File: config.mk
export PLATFORM = sky130hd
export DESIGN_NAME = upc_watch
export DESIGN_NICKNAME = d
export VERILOG_FILES = /design/src/rtl/upc_watch.sv
export SDC_FILE = /design/constraint.sdc
export NUM_CORES = 2
export LEC_CHECK = 0
export CORE_ASPECT_RATIO = 0.9
export CORE_MARGIN = 2
export CORE_UTILIZATION = 50
export CTS_CLUSTER_SIZE = 28
export DETAILED_ROUTE_END_ITERATION = 8
export PLACE_DENSITY = 0.75
export SETUP_SLACK_MARGIN = 0.02
export SLEW_MARGIN = 20
export SYNTH_ARGS = -nofsm -noshare
export SYNTH_HDL_FRONTEND = slang
export SYNTH_SLANG_ARGS = --single-unit
File: constraint.sdc
create_clock -name clk -period 48.3 [get_ports clk]
set_input_delay 7.245 -clock clk [delete_from_list [all_inputs] [get_ports clk]]
set_output_delay 7.245 -clock clk [all_outputs]
set_load 0.05 [all_outputs]
File: src/rtl/upc_watch.sv
`default_nettype none
// +----------------------------------------------------------------------------+
// | Module   : upc_watch                                                       |
// | Brief    : Micro-PC checkpoint monitor: table-driven match, pass/fail,     |
// |            loop counting and microsequencer redirect requests.             |
// |            Optional LOOP mode and counters: `UPC_WATCH_LOOP_EN.            |
// | Revision : 1.0 - initial release                                           |
// +----------------------------------------------------------------------------+
module upc_watch #(
    parameter int NCHAN = 32,
    parameter int PCW   = 12,
    parameter int CNTW  = 16,
    localparam int IDXW = (NCHAN > 1) ? $clog2(NCHAN) : 1
) (
    input  logic             clk,
    input  logic             reset,
    input  logic             retire,
    input  logic [PCW-1:0]   pc_x,
    input  logic [PCW-1:0]   pc_f,
    input  logic             cfg_we,
    input  logic [IDXW-1:0]  cfg_idx,
    input  logic [2:0]       cfg_mode,
    input  logic [PCW-1:0]   cfg_from,
    input  logic [PCW-1:0]   cfg_to,
    input  logic [PCW-1:0]   cfg_target,
    input  logic [CNTW-1:0]  cfg_count,
    output logic             redir_valid,
    output logic [PCW-1:0]   redir_addr,
    input  logic             redir_ready,
    output logic             ev_valid,
    output logic [IDXW-1:0]  ev_idx,
    output logic [NCHAN-1:0] pass_mask,
    output logic             fail,
    output logic             done,
    output logic             overrun
);

    localparam logic [2:0] c_MODE_OFF  = 3'd0;
    localparam logic [2:0] c_MODE_JUMP = 3'd1;
    localparam logic [2:0] c_MODE_LOOP = 3'd2;
    localparam logic [2:0] c_MODE_FAIL = 3'd3;
    localparam logic [2:0] c_MODE_DONE = 3'd4;

    logic [2:0]       r_mode   [NCHAN];
    logic [PCW-1:0]   r_from   [NCHAN];
    logic [PCW-1:0]   r_to     [NCHAN];
    logic [PCW-1:0]   r_target [NCHAN];

    logic             r_redir_valid;
    logic [PCW-1:0]   r_redir_addr;
    logic             r_ev_valid;
    logic [IDXW-1:0]  r_ev_idx;
    logic [NCHAN-1:0] r_pass;
    logic             r_fail;
    logic             r_done;
    logic             r_overrun;

    logic [NCHAN-1:0] w_hit;
    logic             w_any;
    logic [IDXW-1:0]  w_win;
    logic             w_pending;
    logic             w_event;
    logic             w_pass;
    logic             w_load;
    logic [PCW-1:0]   w_load_addr;
    logic             w_set_fail;
    logic             w_set_done;
    logic             w_drop;

`ifdef UPC_WATCH_LOOP_EN
    logic [CNTW-1:0]  r_limit [NCHAN];
    logic [CNTW-1:0]  r_iter  [NCHAN];
    logic             w_iter_inc;
    logic             w_iter_clr;
    logic [CNTW:0]    w_iter_next;
`else
    logic             w_unused;
    assign w_unused = ^cfg_count;
`endif

    // Per-channel match; everything is frozen once the run has failed or completed.
    always_comb begin
        w_hit = '0;
        for (int i = 0; i < NCHAN; i++) begin
            if (retire && !r_fail && !r_done) begin
                case (r_mode[i])
                    c_MODE_JUMP: w_hit[i] = (pc_x == r_from[i]) && (pc_f == r_to[i]);
`ifdef UPC_WATCH_LOOP_EN
                    c_MODE_LOOP: w_hit[i] = (pc_x == r_from[i]);
`endif
                    c_MODE_FAIL,
                    c_MODE_DONE: w_hit[i] = (pc_x == r_from[i]);
                    default:     w_hit[i] = 1'b0;
                endcase
            end
        end
    end

    always_comb begin
        w_any = 1'b0;
        w_win = '0;
        for (int i = NCHAN - 1; i >= 0; i--) begin
            if (w_hit[i]) begin
                w_any = 1'b1;
                w_win = IDXW'(i);
            end
        end
    end

    // A redirect is still occupied only if it is not being accepted this cycle.
    always_comb begin
        w_pending   = r_redir_valid && !redir_ready;
        w_event     = 1'b0;
        w_pass      = 1'b0;
        w_load      = 1'b0;
        w_load_addr = r_from[w_win];
        w_set_fail  = 1'b0;
        w_set_done  = 1'b0;
        w_drop      = 1'b0;
`ifdef UPC_WATCH_LOOP_EN
        w_iter_inc  = 1'b0;
        w_iter_clr  = 1'b0;
        w_iter_next = {1'b0, r_iter[w_win]} + (CNTW+1)'(1);
`endif
        if (w_any) begin
            case (r_mode[w_win])
                c_MODE_JUMP: begin
                    if (w_pending) begin
                        w_drop = 1'b1;
                    end else begin
                        w_event     = 1'b1;
                        w_pass      = 1'b1;
                        w_load      = 1'b1;
                        w_load_addr = r_target[w_win];
                    end
                end
`ifdef UPC_WATCH_LOOP_EN
                c_MODE_LOOP: begin
                    if (w_iter_next < {1'b0, r_limit[w_win]}) begin
                        if (w_pending) begin
                            w_drop = 1'b1;
                        end else begin
                            w_load     = 1'b1;
                            w_iter_inc = 1'b1;
                        end
                    end else begin
                        w_event    = 1'b1;
                        w_pass     = 1'b1;
                        w_iter_clr = 1'b1;
                    end
                end
`endif
                c_MODE_FAIL: begin
                    w_set_fail = 1'b1;
                    w_event    = 1'b1;
                end
                c_MODE_DONE: begin
                    w_set_done = 1'b1;
                    w_event    = 1'b1;
                end
                default: ;
            endcase
        end
    end

    always_ff @(posedge clk or posedge reset) begin
        if (reset) begin
            for (int i = 0; i < NCHAN; i++) begin
                r_mode[i]   <= c_MODE_OFF;
                r_from[i]   <= '0;
                r_to[i]     <= '0;
                r_target[i] <= '0;
            end
        end else if (cfg_we) begin
            r_mode[cfg_idx]   <= cfg_mode;
            r_from[cfg_idx]   <= cfg_from;
            r_to[cfg_idx]     <= cfg_to;
            r_target[cfg_idx] <= cfg_target;
        end
    end

`ifdef UPC_WATCH_LOOP_EN
    // A table write lands after the match update, so it always clears the counter.
    always_ff @(posedge clk or posedge reset) begin
        if (reset) begin
            for (int i = 0; i < NCHAN; i++) begin
                r_limit[i] <= '0;
                r_iter[i]  <= '0;
            end
        end else begin
            if (w_iter_inc) r_iter[w_win] <= w_iter_next[CNTW-1:0];
            if (w_iter_clr) r_iter[w_win] <= '0;
            if (cfg_we) begin
                r_limit[cfg_idx] <= cfg_count;
                r_iter[cfg_idx]  <= '0;
            end
        end
    end
`endif

    always_ff @(posedge clk or posedge reset) begin
        if (reset) begin
            r_redir_valid <= 1'b0;
            r_redir_addr  <= '0;
            r_ev_valid    <= 1'b0;
            r_ev_idx      <= '0;
            r_pass        <= '0;
            r_fail        <= 1'b0;
            r_done        <= 1'b0;
            r_overrun     <= 1'b0;
        end else begin
            r_ev_valid <= w_event;
            if (w_event) r_ev_idx <= w_win;
            if (w_load) begin
                r_redir_valid <= 1'b1;
                r_redir_addr  <= w_load_addr;
            end else if (redir_ready) begin
                r_redir_valid <= 1'b0;
            end
            if (w_pass) r_pass[w_win] <= 1'b1;
            if (cfg_we) r_pass[cfg_idx] <= 1'b0;
            if (w_set_fail) r_fail <= 1'b1;
            if (w_set_done) r_done <= 1'b1;
            if (w_drop) r_overrun <= 1'b1;
        end
    end

    assign redir_valid = r_redir_valid;
    assign redir_addr  = r_redir_addr;
    assign ev_valid    = r_ev_valid;
    assign ev_idx      = r_ev_idx;
    assign pass_mask   = r_pass;
    assign fail        = r_fail;
    assign done        = r_done;
    assign overrun     = r_overrun;

endmodule
`default_nettype wire

==> qor.csv <==
metric,value,unit
min_from,r_target[162],
crit_path_end_kind,flip-flop,
syn_to_final_growth,10.4,%
grt_pass1_vias,47051,
cts_resized,0,
critical_path_class,input port to flip-flop,
synth_cell_type_count,100,
cts_tree,yes,
grt_usage,30.2,%
cp.arrival,14870,ps
yosys.area.top_type,dfrtp_1,
slew_headroom,19.4,%
ir_worst_vdd,0.0319,mV
crit_start,pc_f[10],
cts.clk_slew.worst_paths,60,ps
cts_buffer_depth,3,
start_util,50.2,%
timing.final.setup_violations,0,
hold_path_depth,2,
antenna_found_initial,8,
drive_above_1_share,25.5,%
h-tree-depth,4,
fin_crit_sh,29.5,%
synth_top_area_share,49.6,%
fp.coreArea,131000,um^2
drtAntennaViolNets,0,
grt_first_pass_wirelength,303000,um
fill_cells,10740,
slew_violations,0,
synth_area,65700,um^2
hp-class,flip-flop to flip-flop,
die_area,134000,um^2
slowest_stage,o311ai_0,
final_hold_viol_count,0,
grt-ovfl-total,0,
ys_ff_latch,1302,
hpwl,118000,um
synthTopCellsByArea,"dfrtp_1 50%, mux2_2 17%, xor2_1 6.3%",
min_period,14230,ps
rsz0062_at_grt,false,
outcome,finished clean,
fp.dieW,386,um
avgSynthCellArea,11.2,um^2
tns,0,ps
synthFlopType,dfrtp_1,
gp_routability_congestion,0.944,
num_rows,126,
viasPerCell,6.25,
die_h,348,um
crit_path_max_incr_delay,880,ps
synthesis.nets,5976,
synth_seq_area_share,49.6,%
layout_setup_ws,34070,ps
reg2reg_from,r_mode[32],
max_freq,70.3,MHz
grt_max_degree,174,
clockRootBuffer,clkbuf_16,
yosysWarnings,0,
place_ws,33880,ps
portBuffers,126,
synth_cells,5887,
synth_edf_count,0,
cts_post_setup_buffers_inserted,0,
synth_common_cells,"1302 x dfrtp_1, 1021 x mux2_2, 1012 x nand2_1",
cts.sinks,1302,
skew,33.8,ps
drc,0,
drt-total-wl,205000,um
required,48950,ps
startpoint_type,input port,
clk_latency,780,ps
vias,47864,
drt-initial-drc-count,5510,
pin_count,143,
p_per_area,42.3,nW/um^2
r2r.worst_path.cells,15,
p_leak,32.7,nW
async_flop_share,100,%
timing.critical_path.cells,"buf_2, buf_4, xor2_1, nor3b_1, nand4_1, a211oi_1, a2111oi_0, o311ai_0, nand2_1, a221o_1, buf_4, mux2i_1, and2_1, o221ai_1, nor3_4, nand3_4, mux2_4",
drtPass1Iterations,6,
wl_per_cell,26.8,um
cts_hold_buffers,0,
finalNetCount,5915,
tightest_slew,1210,ps
synth_most_common_cell,dfrtp_1,
cts_buffers,139,
worst_path_most_repeated_cell,buf_4,
worst-path-max-fanout,32,
maxCapViolations,0,
==> cell usage in the layout (no fill, tap or decap), types with 26 or more instances in the layout <==
master           netlist  routed
nor3_1                82      81
inv_1                 31      30
nand2_1             1012     997
a221oi_1              53      53
clkbuf_8               0      31
nor2_1               146     127
buf_2                 60      41
clkdlybuf4s50_1        0      85
clkbuf_16              0     146
xor2_1               475     475
o22ai_1               26      26
xnor2_1              295     295
nand4_1              125     125
nand3_1               72      72
a21oi_1              136     135
buf_4                 37     117
mux2i_1               32      32
nor4_1               121     117
dfrtp_1             1302    1302
o21ai_0               64      64
mux2_2              1021    1021
clkbuf_1             235      35
==> cell families (layout without fill, tap and decap cells) <==
family | Yosys count | after routing | synth area share (%)
and+or+nand+nor | 1772 | 1772 | 12.6
DFF | 1302 | 1302 | 49.6
muxes | 1071 | 1071 | 18.4
xor gates and xnor gates | 770 | 770 | 10.3
AOI/OAI and AO/OA | 493 | 493 | 5.58
buffers and inverters | 479 | 517 | 3.59
other | 0 | 3 | 0
==> layer usage <==
metal | up-vias | GRT usage [%] | routed length [um]
li1 | 20203 | - | -
met1 | 24634 | 42.8 | 85400
met2 | 2552 | 44.2 | 88400
met3 | 463 | 8.04 | 23100
met4 | 12 | 11.6 | 7780
met5 | - | 0 | 83
==> flip-flops by register name, summed over array words and instances (netlist names), 5 cells and up <==
name and count:
redir_addr 12, r_from 384, r_mode 96, ev_idx 5, r_to 384, r_target 384
pass_mask 32
==> power breakdown <==
| group | switching, W | total, W | leakage (nW) | internal (W) |
|---|---|---|---|---|
| clock | 0.000447 | 0.00110 | 2.27 | 0.000648 |
| sequential | 0.000140 | 0.00143 | 16.7 | 0.00130 |
| combinational | 0.000273 | 0.000540 | 13.7 | 0.000267 |
==> cell type report <==
type                       count  area (um^2)  share of cell area (%)
clock inverter                28          435                   0.600
timing repair buffer         246         1990                    2.75
inverter                      31          124                   0.171
multi-input combinational   4106        31100                    42.8
tap                         1728         2160                    2.98
clock buffer                 212         4210                    5.80
sequential                  1302        32600                    44.9
antenna                        3         7.51                  0.0103
==> path summary, 6_finish.rpt <==
check                                     end  slack, ps
worst max-delay path            redir_addr[4]      34070
worst min register to register  r_target[162]        480
min in group asynchronous            r_to[84]       7080
max in group asynchronous         r_from[366]      37850
worst max register to register  redir_addr[4]      40790
worst min-delay path            r_target[162]        480
==> metrics by stage <==
step | util (%) | instance area, um^2 | hold slack (ps) | std cells | power [W]
after floorplan | - | 65700 | 446 | 5887 | 0.00185
after global placement | 51.9 | 67900 | 461 | 7413 | 0.00195
after detailed placement | 51.9 | 67900 | 463 | 7413 | 0.00198
after CTS | 55.5 | 72600 | 477 | 7653 | 0.00307
after global routing | 55.5 | 72600 | 493 | 7654 | 0.00319
final | 55.5 | 72600 | 477 | 7656 | 0.00307
==> critical path, delay by kind of cell <==
kind,cells,cell delay (ps)
multiplexers,2,900
AND/OR/NAND/NOR,6,3250
buffers and inverters,3,900
AO/OA/AOI/OAI,5,2310
XOR/XNOR,1,130
Power figures use the tool's default switching activity.
